File: src/rtl/ps2_key_injector.sv
`default_nettype none
// ============================================================================
// Module      : ps2_key_injector
// Description : Queues scancodes from an autotype/paste source and plays them
//               out as timed press/release events on the 11-bit ps2_key
//               toggle-event bus, merged with the live hps_io keyboard stream.
//               ps2_key_o[10] toggles once per event, [9] is pressed,
//               [8:0] is {ext, code}.
// Ports       : clk_sys    - system clock
//               reset      - synchronous, active-high
//               ps2_key_i  - live keyboard events from hps_io
//               in_valid   - queue entry offered
//               in_ready   - queue not full (registered)
//               in_code    - scancode {ext, code[7:0]}
//               in_shift   - wrap the key in a shift press/release
//               abort      - flush the queue and release any held keys
//               ps2_key_o  - merged event stream to the matrix decoder
//               busy       - queue non-empty or sequence in progress
// Revision    : 1.0 - initial release
// ============================================================================
module ps2_key_injector #(
    parameter int          AW          = 4,
    parameter logic [23:0] HOLD_CYCLES = 24'd1_000_000,
    parameter logic [23:0] GAP_CYCLES  = 24'd2_000_000,
    parameter logic [8:0]  SHIFT_CODE  = 9'h012
) (
    input  logic        clk_sys,
    input  logic        reset,
    input  logic [10:0] ps2_key_i,
    input  logic        in_valid,
    output logic        in_ready,
    input  logic [8:0]  in_code,
    input  logic        in_shift,
    input  logic        abort,
    output logic [10:0] ps2_key_o,
    output logic        busy
);

    localparam int C_DEPTH = 1 << AW;

    typedef enum logic [3:0] {
        S_IDLE     = 4'd0,
        S_SHIFT_DN = 4'd1,
        S_KEY_DN   = 4'd2,
        S_W_SD     = 4'd3,
        S_W_KD     = 4'd4,
        S_W_KU     = 4'd5,
        S_GAP      = 4'd6,
        S_ABT_KU   = 4'd7,
        S_ABT_SU   = 4'd8
    } state_t;

    // ------------------------------------------------------------------
    // State
    // ------------------------------------------------------------------
    state_t        state_q,      state_d;
    logic [23:0]   count_q,      count_d;
    logic [8:0]    code_q,       code_d;
    logic          shift_q,      shift_d;
    logic [AW:0]   wr_ptr_q,     wr_ptr_d;
    logic [AW:0]   rd_ptr_q,     rd_ptr_d;
    logic          in_ready_q,   in_ready_d;
    logic          busy_q,       busy_d;
    logic [10:0]   key_q,        key_d;
    logic          live_tog_q,   live_tog_d;
    logic          pend_valid_q, pend_valid_d;
    logic [9:0]    pend_q,       pend_d;
    logic [9:0]    mem_q [C_DEPTH];

    // ------------------------------------------------------------------
    // Combinational helpers
    // ------------------------------------------------------------------
    logic       w_empty;
    logic       w_push;
    logic       w_pop;
    logic       w_live;
    logic       w_stall;
    logic [9:0] w_rd_entry;
    logic       w_inj_emit;
    logic       w_inj_pressed;
    logic [8:0] w_inj_code;
    state_t     w_nstate;
    logic [23:0] w_ncount;

    assign in_ready  = in_ready_q;
    assign busy      = busy_q;
    assign ps2_key_o = key_q;

    always_comb begin
        // defaults
        state_d      = state_q;
        count_d      = count_q;
        code_d       = code_q;
        shift_d      = shift_q;
        wr_ptr_d     = wr_ptr_q;
        rd_ptr_d     = rd_ptr_q;
        key_d        = key_q;
        pend_valid_d = pend_valid_q;
        pend_d       = pend_q;
        live_tog_d   = ps2_key_i[10];

        w_empty       = (wr_ptr_q == rd_ptr_q);
        w_push        = in_valid & in_ready_q & ~abort;
        w_pop         = 1'b0;
        w_rd_entry    = mem_q[rd_ptr_q[AW-1:0]];
        w_live        = ps2_key_i[10] ^ live_tog_q;
        w_inj_emit    = 1'b0;
        w_inj_pressed = 1'b0;
        w_inj_code    = code_q;
        w_nstate      = state_q;
        w_ncount      = count_q;
        w_stall       = 1'b0;

        // --------------------------------------------------------------
        // Sequencer. The release/next-press steps are performed on the
        // exit edge of the preceding wait, so successive events are
        // exactly HOLD_CYCLES apart and the cycle after any emission is
        // always a wait cycle.
        // --------------------------------------------------------------
        case (state_q)
            S_IDLE: begin
                if (!w_empty && !abort) begin
                    w_pop    = 1'b1;
                    code_d   = w_rd_entry[8:0];
                    shift_d  = w_rd_entry[9];
                    w_nstate = w_rd_entry[9] ? S_SHIFT_DN : S_KEY_DN;
                end
            end
            S_SHIFT_DN: begin
                w_inj_emit    = 1'b1;
                w_inj_pressed = 1'b1;
                w_inj_code    = SHIFT_CODE;
                w_ncount      = HOLD_CYCLES;
                w_nstate      = S_W_SD;
            end
            S_KEY_DN: begin
                w_inj_emit    = 1'b1;
                w_inj_pressed = 1'b1;
                w_ncount      = HOLD_CYCLES;
                w_nstate      = S_W_KD;
            end
            S_W_SD: begin
                if (count_q == 24'd1) begin
                    w_inj_emit    = 1'b1;
                    w_inj_pressed = 1'b1;
                    w_ncount      = HOLD_CYCLES;
                    w_nstate      = S_W_KD;
                end else begin
                    w_ncount = count_q - 24'd1;
                end
            end
            S_W_KD: begin
                if (count_q == 24'd1) begin
                    w_inj_emit = 1'b1;
                    if (shift_q) begin
                        w_ncount = HOLD_CYCLES;
                        w_nstate = S_W_KU;
                    end else begin
                        w_ncount = GAP_CYCLES;
                        w_nstate = S_GAP;
                    end
                end else begin
                    w_ncount = count_q - 24'd1;
                end
            end
            S_W_KU: begin
                if (count_q == 24'd1) begin
                    w_inj_emit = 1'b1;
                    w_inj_code = SHIFT_CODE;
                    w_ncount   = GAP_CYCLES;
                    w_nstate   = S_GAP;
                end else begin
                    w_ncount = count_q - 24'd1;
                end
            end
            S_GAP: begin
                if (count_q == 24'd1) begin
                    w_ncount = 24'd0;
                    w_nstate = S_IDLE;
                end else begin
                    w_ncount = count_q - 24'd1;
                end
            end
            S_ABT_KU: begin
                w_inj_emit = 1'b1;
                w_nstate   = shift_q ? S_ABT_SU : S_IDLE;
            end
            S_ABT_SU: begin
                w_inj_emit = 1'b1;
                w_inj_code = SHIFT_CODE;
                w_nstate   = S_IDLE;
            end
            default: begin
                w_ncount = 24'd0;
                w_nstate = S_IDLE;
            end
        endcase

        // Abort: release whatever is physically held, key before shift.
        // The releases themselves go out from the ABT states so the abort
        // cycle never emits. IDLE/GAP/ABT states carry on unchanged.
        if (abort) begin
            case (state_q)
                S_W_KD: begin
                    w_inj_emit = 1'b0;
                    w_ncount   = 24'd0;
                    w_nstate   = S_ABT_KU;
                end
                S_W_SD, S_W_KU: begin
                    w_inj_emit = 1'b0;
                    w_ncount   = 24'd0;
                    w_nstate   = S_ABT_SU;
                end
                S_SHIFT_DN, S_KEY_DN: begin
                    w_inj_emit = 1'b0;
                    w_ncount   = 24'd0;
                    w_nstate   = S_IDLE;
                end
                default: ;
            endcase
        end

        // A pending live event owns this cycle's output slot; an injector
        // emission that wants the same slot waits one cycle in place.
        if (w_inj_emit && pend_valid_q) begin
            w_stall    = 1'b1;
            w_inj_emit = 1'b0;
        end

        if (!w_stall) begin
            state_d = w_nstate;
            count_d = w_ncount;
        end

        // --------------------------------------------------------------
        // Output merge: pending live > injector > new live event.
        // A live event that cannot go out now lands in the pending slot.
        // --------------------------------------------------------------
        if (pend_valid_q) begin
            key_d        = {~key_q[10], pend_q};
            pend_valid_d = w_live;
            pend_d       = ps2_key_i[9:0];
        end else if (w_inj_emit) begin
            key_d = {~key_q[10], w_inj_pressed, w_inj_code};
            if (w_live) begin
                pend_valid_d = 1'b1;
                pend_d       = ps2_key_i[9:0];
            end
        end else if (w_live) begin
            key_d = {~key_q[10], ps2_key_i[9:0]};
        end

        // --------------------------------------------------------------
        // FIFO pointers; abort flushes by catching the read pointer up.
        // --------------------------------------------------------------
        wr_ptr_d = wr_ptr_q + {{AW{1'b0}}, w_push};
        if (abort) begin
            rd_ptr_d = wr_ptr_q;
        end else begin
            rd_ptr_d = rd_ptr_q + {{AW{1'b0}}, w_pop};
        end

        // Ready reflects occupancy after this cycle's push/pop.
        in_ready_d = !((wr_ptr_d[AW] != rd_ptr_d[AW]) &&
                       (wr_ptr_d[AW-1:0] == rd_ptr_d[AW-1:0]));

        busy_d = (count_q != 24'd0) || (state_q != S_IDLE) || !w_empty;
    end

    // ------------------------------------------------------------------
    // Registers
    // ------------------------------------------------------------------
    always_ff @(posedge clk_sys) begin
        if (reset) begin
            state_q      <= S_IDLE;
            count_q      <= 24'd0;
            code_q       <= 9'd0;
            shift_q      <= 1'b0;
            wr_ptr_q     <= '0;
            rd_ptr_q     <= '0;
            in_ready_q   <= 1'b1;
            busy_q       <= 1'b0;
            key_q        <= 11'd0;
            live_tog_q   <= 1'b0;
            pend_valid_q <= 1'b0;
            pend_q       <= 10'd0;
        end else begin
            state_q      <= state_d;
            count_q      <= count_d;
            code_q       <= code_d;
            shift_q      <= shift_d;
            wr_ptr_q     <= wr_ptr_d;
            rd_ptr_q     <= rd_ptr_d;
            in_ready_q   <= in_ready_d;
            busy_q       <= busy_d;
            key_q        <= key_d;
            live_tog_q   <= live_tog_d;
            pend_valid_q <= pend_valid_d;
            pend_q       <= pend_d;
        end
    end

    // Queue storage needs no reset: entries are only read once written.
    always_ff @(posedge clk_sys) begin
        if (w_push) begin
            mem_q[wr_ptr_q[AW-1:0]] <= {in_shift, in_code};
        end
    end

endmodule
`default_nettype wire

File: config.mk
export PLATFORM = sky130hd
export DESIGN_NAME = ps2_key_injector
export DESIGN_NICKNAME = d
export VERILOG_FILES = /design/src/rtl/ps2_key_injector.sv
export SDC_FILE = /design/constraint.sdc
export NUM_CORES = 1
export LEC_CHECK = 0
export ABC_AREA = 1
export CAP_MARGIN = 20
export CORE_MARGIN = 2
export CORE_UTILIZATION = 45
export CTS_BUF_LIST = sky130_fd_sc_hd__clkbuf_4 sky130_fd_sc_hd__clkbuf_8
export CTS_CLUSTER_DIAMETER = 80
export DETAILED_ROUTE_END_ITERATION = 7
export SLEW_MARGIN = 20
export SYNTH_ARGS = -nofsm -noshare
export SYNTH_HDL_FRONTEND = slang
export SYNTH_SLANG_ARGS = --single-unit
File: constraint.sdc
create_clock -name clk_sys -period 2.32 [get_ports clk_sys]
set_input_delay 0.348 -clock clk_sys [delete_from_list [all_inputs] [get_ports clk_sys]]
set_output_delay 0.348 -clock clk_sys [all_outputs]
set_load 0.01 [all_outputs]
# After elaboration in Yosys (flattened, before gate mapping)
# Memories as Yosys holds them, arrays and structs flattened. A register that Yosys moved wholly into a read port is not among the register bits.
# Index checks and enable logic that the tools add are counted.
word_totals:
  memories: 1
  output_inout_bits: 13
  regBits: 73
  word_cells: 99
  ramBits: 160
classes:
  eq_ne: 12
  reduce_logical: 23
  addsub: 3
  bitwise: 5
  muxes: 43
memory_table:
  columns: ["memory", "words", "word_bits", "rd", "rd_ports_with_merged_regs", "wr", "line", "source"]
  rows:
  - ["mem_q", 16, 10, 1, 1, 1, "68", "logic [9:0] mem_q [C_DEPTH];"]
ops:
  columns: ["cell", "count"]
  rows:
  - ["24-bit 2-to-1 mux", 6]
  - ["24-bit case mux with 6 select lines", 1]
  - ["11-bit 2-to-1 mux", 3]
  - ["4-bit 2-to-1 mux", 8]
  - ["4-bit case mux with 8 select lines", 1]
  - ["10-bit 2-to-1 mux", 3]
  - ["24-bit by 1-bit == test with 1-bit output (second input constant)", 1]
  - ["24-bit nonzero test", 1]
  - ["24-bit by 1-bit subtractor with 24-bit output (second input constant)", 1]
  - ["21-bit 2-to-1 mux", 1]
  - ["9-bit case mux with 2 select lines", 1]
  - ["4-bit by 3-bit == test with 1-bit output (second input constant)", 4]
  - ["1-bit 2-to-1 mux", 12]
  - ["4-bit case mux with 3 select lines", 1]
  - ["5-bit by 1-bit adder with 5-bit output", 2]
  - ["9-bit 2-to-1 mux", 1]
  - ["4-bit by 2-bit == test with 1-bit output (second input constant)", 2]
  - ["2-bit OR reduction", 3]
  - ["3-bit OR reduction", 2]
  - ["5-bit == test", 1]
  - ["5-bit 2-to-1 mux", 1]
  - ["5-bit OR reduction", 1]
  - ["4-bit by 1-bit == test with 1-bit output (second input constant)", 1]
  - ["4-bit == test", 1]
  - ["other kinds (16)", 27]

# Depth between registers and ports, before layout
depth:
  ltp_word: 10
  depth_mapped: 15
  depth_no_buf: 14

# Least setup slack after synthesis
# Ideal clock, no wire load.
synth_timing:
  path_kind: "register -> register"
  startpoint: "reg state_q[0]"
  endpoint: "reg in_ready_q, in the netlist in_ready"
  path_stages_with_launch: 15
  period_less_slack_ps: 2494
  path_slack_ps: -174
  t_required_ps: 2198
  arrival_ps: 2372
  path_cell_list: "dfxtp_1 buf_2 nor4_1 nand2_1 nor2_1 clkbuf_1 ha_1 ha_1 nand2_1 nor2_1 xnor2_1 nand2_1 o21ai_0 xor2_1 nand3_1"
synth_between:
  elab_chain_cells: 7
  word_cells_on_any_way: 8
  cone_classes: "add/sub (1); eq/ne (2); mux (2); reduce/logical (3)"
synth_rtl:
  columns: ["element", "line", "source"]
  rows:
  - ["from (decl)", "56", "state_t state_q, state_d;"]
  - ["from (signal assigned)", "288", "state_q <= state_d;"]
  - ["4-bit zero test *", "120", "case (state_q)"]
  - ["1-bit 2-to-1 mux *", "120", null]
  - ["5-bit by 1-bit adder with 5-bit output *", "260", "rd_ptr_d = rd_ptr_q + {{AW{1'b0}}, w_pop};"]
  - ["5-bit 2-to-1 mux *", "257", "if (abort) begin"]
  - ["4-bit == test / 1-bit != test (equally long branches)", "265, 264", null]
  - ["1-bit logical AND *", "264", "in_ready_d = !((wr_ptr_d[AW] != rd_ptr_d[AW]) &&"]
  - ["1-bit zero test *", "264", null]
  - ["to (signal assigned)", "294", "in_ready_q <= in_ready_d;"]
  - ["to (decl)", "62", "logic in_ready_q, in_ready_d;"]
# Mark *: on every way between the ends. The rest lies on a longest branch, timed or not.
# A chain may end at the register's enable or synchronous reset.

# Worst setup path after layout
layout_timing:
  startpoint: "reg state_q[3]"
  endpoint: "reg in_ready_q, in the netlist in_ready"
# Same word-level chain as after synthesis.

==> metrics.cfg <==
[outcome]
status=completed

[synth]
synth_area_leaders=edfxtp_1, dfxtp_1, nor2_1
synth_ff_type=edfxtp_1
synthesis.nets=1169
async_flop_share=0
synth_seq_cells=233
synth-edff-count=160
synth.distinct_cells=45
synth_area_leader_cell=edfxtp_1
synth.top_cell.area_share=0.4505
yosysWarnings=0
yosys-top-cells-count=nor2_1, nand2_1, edfxtp_1
syn_area_mm2=0.01067
yosysMostFrequentCell=nor2_1
syn_inst=1138
synth-seq-area-share=0.5875
syn_area_per_cell_um2=9.372

[clocking]
cts.sinks=233
clk_pin_slew_worst_paths_ps=50
htreeDepth=2
clockBufferDepth=3
postCtsSetupRepairBufs=0
clkLatencyLatePin_ps=550
cts_hold_buf=0
root_buffer=clkbuf_8
tritoncts=done
cts_buffers=40

[cells_and_area]
fin_util=0.5353
num-fill-cells=2220
final_area_mm2=0.01253
area_growth_pct=17.47
fin_nets=1258
drive_above_1_share=0.1385
antenna_cells=0

[sta]
maxSlewViolCount=0
finalCritPeriodShare=0.9343
rsz0062_at_grt=yes
fin_crit_ps=2168
slew_headroom=0.4815
clock.fmax_mhz=461.3
setup_viol=0
hold_viol_final=0
fin_skew_ps=20.78
setup_ws_ps=152.4
finalHoldWorstSlack_ps=386.9
tightestPinTransition_ps=775.3

[detailed_routing]
wl_per_cell_um=17.00
wl_um=26780
drc=0
via_per_inst=5.228
drt_iter0_markers=530
postRouteAntennaNets=0
dr.pass1.iters=5
vias=8234

[setup_path]
cpPeakStageDelay_ps=330
critPathArrivalTime_ps=2590
crit_type=flip-flop to flip-flop
path_buf_inv=0
required_ps=2740
path_cells=nor4_4, nand2_1, nor2_2, ha_2, ha_1, nand2_1, nor2_1, xnor2_1, nand2_1, o21ai_0, xor2_1, nand3_1
rrSetupSlack_ps=150
cp-start-kind=flip-flop
end_kind=flip-flop
crit_fanout=3
ff2ff_path_depth=12
path_common_cell=nand2_1
r2r_end=in_ready
worstReg2RegStart=state_q[3]
crit_slowest_cell=dfxtp_1
cpLargestDelayFamily=simple AND/OR/NAND/NOR gates

[global_routing]
met2_usage=0.3524
met3_usage=0.03613
met1_usage=0.3064
top_usage_layer=met2
grt_max_degree=83
grt_pass1_wl_um=42560
grt_pass1_vias=7952
antenna_found_initial=0
grt_overflow=0
track_usage=0.2199

[floorplanning]
die_h_um=158.0
core_mm2=0.02340
die-area_mm2=0.02495
rows=56
die_w_um=158.0
io_pins=38
start_util=0.4557

[min_path]
hold_end=live_tog_q
hold_start=ps2_key_i[10]
hold_path.class=input port to flip-flop
whs_path_depth=3

[placed_design]
port_buffers=37
place_hpwl_um=17360
place_area_mm2=0.01170
place_congestion=0.8508
detailedPlace.worstSlack_ps=-105.5

[run]
drv_cap=0

[power]
p_leak_nw=4.699
ir_drop_mv=0.5628
power.density_mw_per_mm2=1126

## state kept, by name (all words and copies together) (netlist names), 4 cells and up
register and flops:
code_q 9, count_q 24, mem_q 160, pend_q 10, ps2_key_o 11, rd_ptr_q 5
state_q 4, wr_ptr_q 5
## area by class of cell
type                            count  area [um2]  area share
Sequential cell                   233        6269      0.5003
Multi-Input combinational cell    777        3891      0.3106
Timing Repair Buffer              101       875.8     0.06991
Clock buffer                       56       695.7     0.05553
Tap cell                          319       399.1     0.03186
Inverter                           74       284.0     0.02267
Clock inverter                     15       113.9    0.009088
## timing repair
action / in CTS / in global routing
endpoints found under the setup margin: 0 / 3
gates resized for setup: 0 / 7
endpoints found under the hold margin: 0 / 0
## cell usage in the layout, fill, tap and decap left out, types with 2 or more instances in the layout
cell / synthesis / final
clkinv_2: 1 / 10
o22ai_1: 19 / 19
o221ai_1: 24 / 24
xor2_1: 14 / 14
a21oi_1: 39 / 39
inv_4: 1 / 2
nand3b_1: 3 / 3
nand2_4: 5 / 5
edfxtp_1: 160 / 160
nor3_4: 2 / 2
dfxtp_2: 0 / 2
nand3_1: 54 / 54
nor2_1: 217 / 216
o211ai_1: 15 / 15
nor2_2: 5 / 6
buf_12: 0 / 2
clkinv_1: 1 / 4
buf_4: 1 / 62
xnor2_1: 8 / 8
inv_1: 66 / 65
nand2_1: 178 / 177
nand2_2: 6 / 7
ha_1: 6 / 5
nand4_1: 5 / 5
dfxtp_1: 73 / 71
clkbuf_4: 0 / 12
nor3_1: 6 / 6
o21ai_1: 11 / 12
clkdlybuf4s50_1: 0 / 37
inv_2: 5 / 5
clkbuf_8: 0 / 44
a31oi_1: 10 / 10
nand3_4: 2 / 2
nor2_4: 3 / 3
o21bai_1: 2 / 2
o21ai_4: 2 / 2
o21ai_0: 132 / 131
## worst reg2reg max path, delay by kind of cell (launching register included)
family | cells | cell delay (ps)
compound gates | 1 | 120
fa+ha+maj | 2 | 360
xor+xnor | 2 | 310
flops | 1 | 330
simple gates | 7 | 930
## through the flow
stage | power [W] | std cells | setup TNS [ps]
2_1_floorplan | 0.008902 | 1138 | 0
3_5_place_dp | 0.01039 | 1504 | -129.1
3_3_place_gp | 0.01032 | 1504 | -92.51
5_1_grt | 0.01512 | 1575 | -93.29
6_report | 0.01411 | 1575 | 0
4_1_cts | 0.01417 | 1575 | 0
## metal layers
metal / routed length, um / share of wire
met5: 0 / 0
met4: 666 / 0.025
met3: 1505 / 0.056
met2: 12240 / 0.46
met1: 12370 / 0.46
## where the power goes
| part | leakage (nW) | total [W] | internal [W] | switching (W) |
|---|---|---|---|---|
| Combinational | 2.22 | 0.00519 | 0.00188 | 0.00332 |
| Clock | 0.439 | 0.00375 | 0.00207 | 0.00168 |
| Sequential | 2.04 | 0.00517 | 0.00485 | 0.000322 |
| Total | 4.70 | 0.0141 | 0.00879 | 0.00532 |
## cells by family (layout without fill, tap and decap cells)
family | after synthesis | count (layout) | share of synthesized area
compound gates | 259 | 259 | 0.1414
buf+inv | 128 | 246 | 0.04974
simple gates | 490 | 490 | 0.1963
fa+ha+maj | 6 | 6 | 0.007039
xor+xnor | 22 | 22 | 0.01807
flops | 233 | 233 | 0.5875
## worst max path at each step
stage	cells after the start	endpoint	start
global route	12	in_ready	state_q[3]
finish	12	in_ready	state_q[3]
detailed placement	13	in_ready	abort
floorplan	11	in_ready	abort
CTS	12	in_ready	state_q[3]
global placement	13	in_ready	abort
No activity file was read; power rests on OpenSTA's default activity.
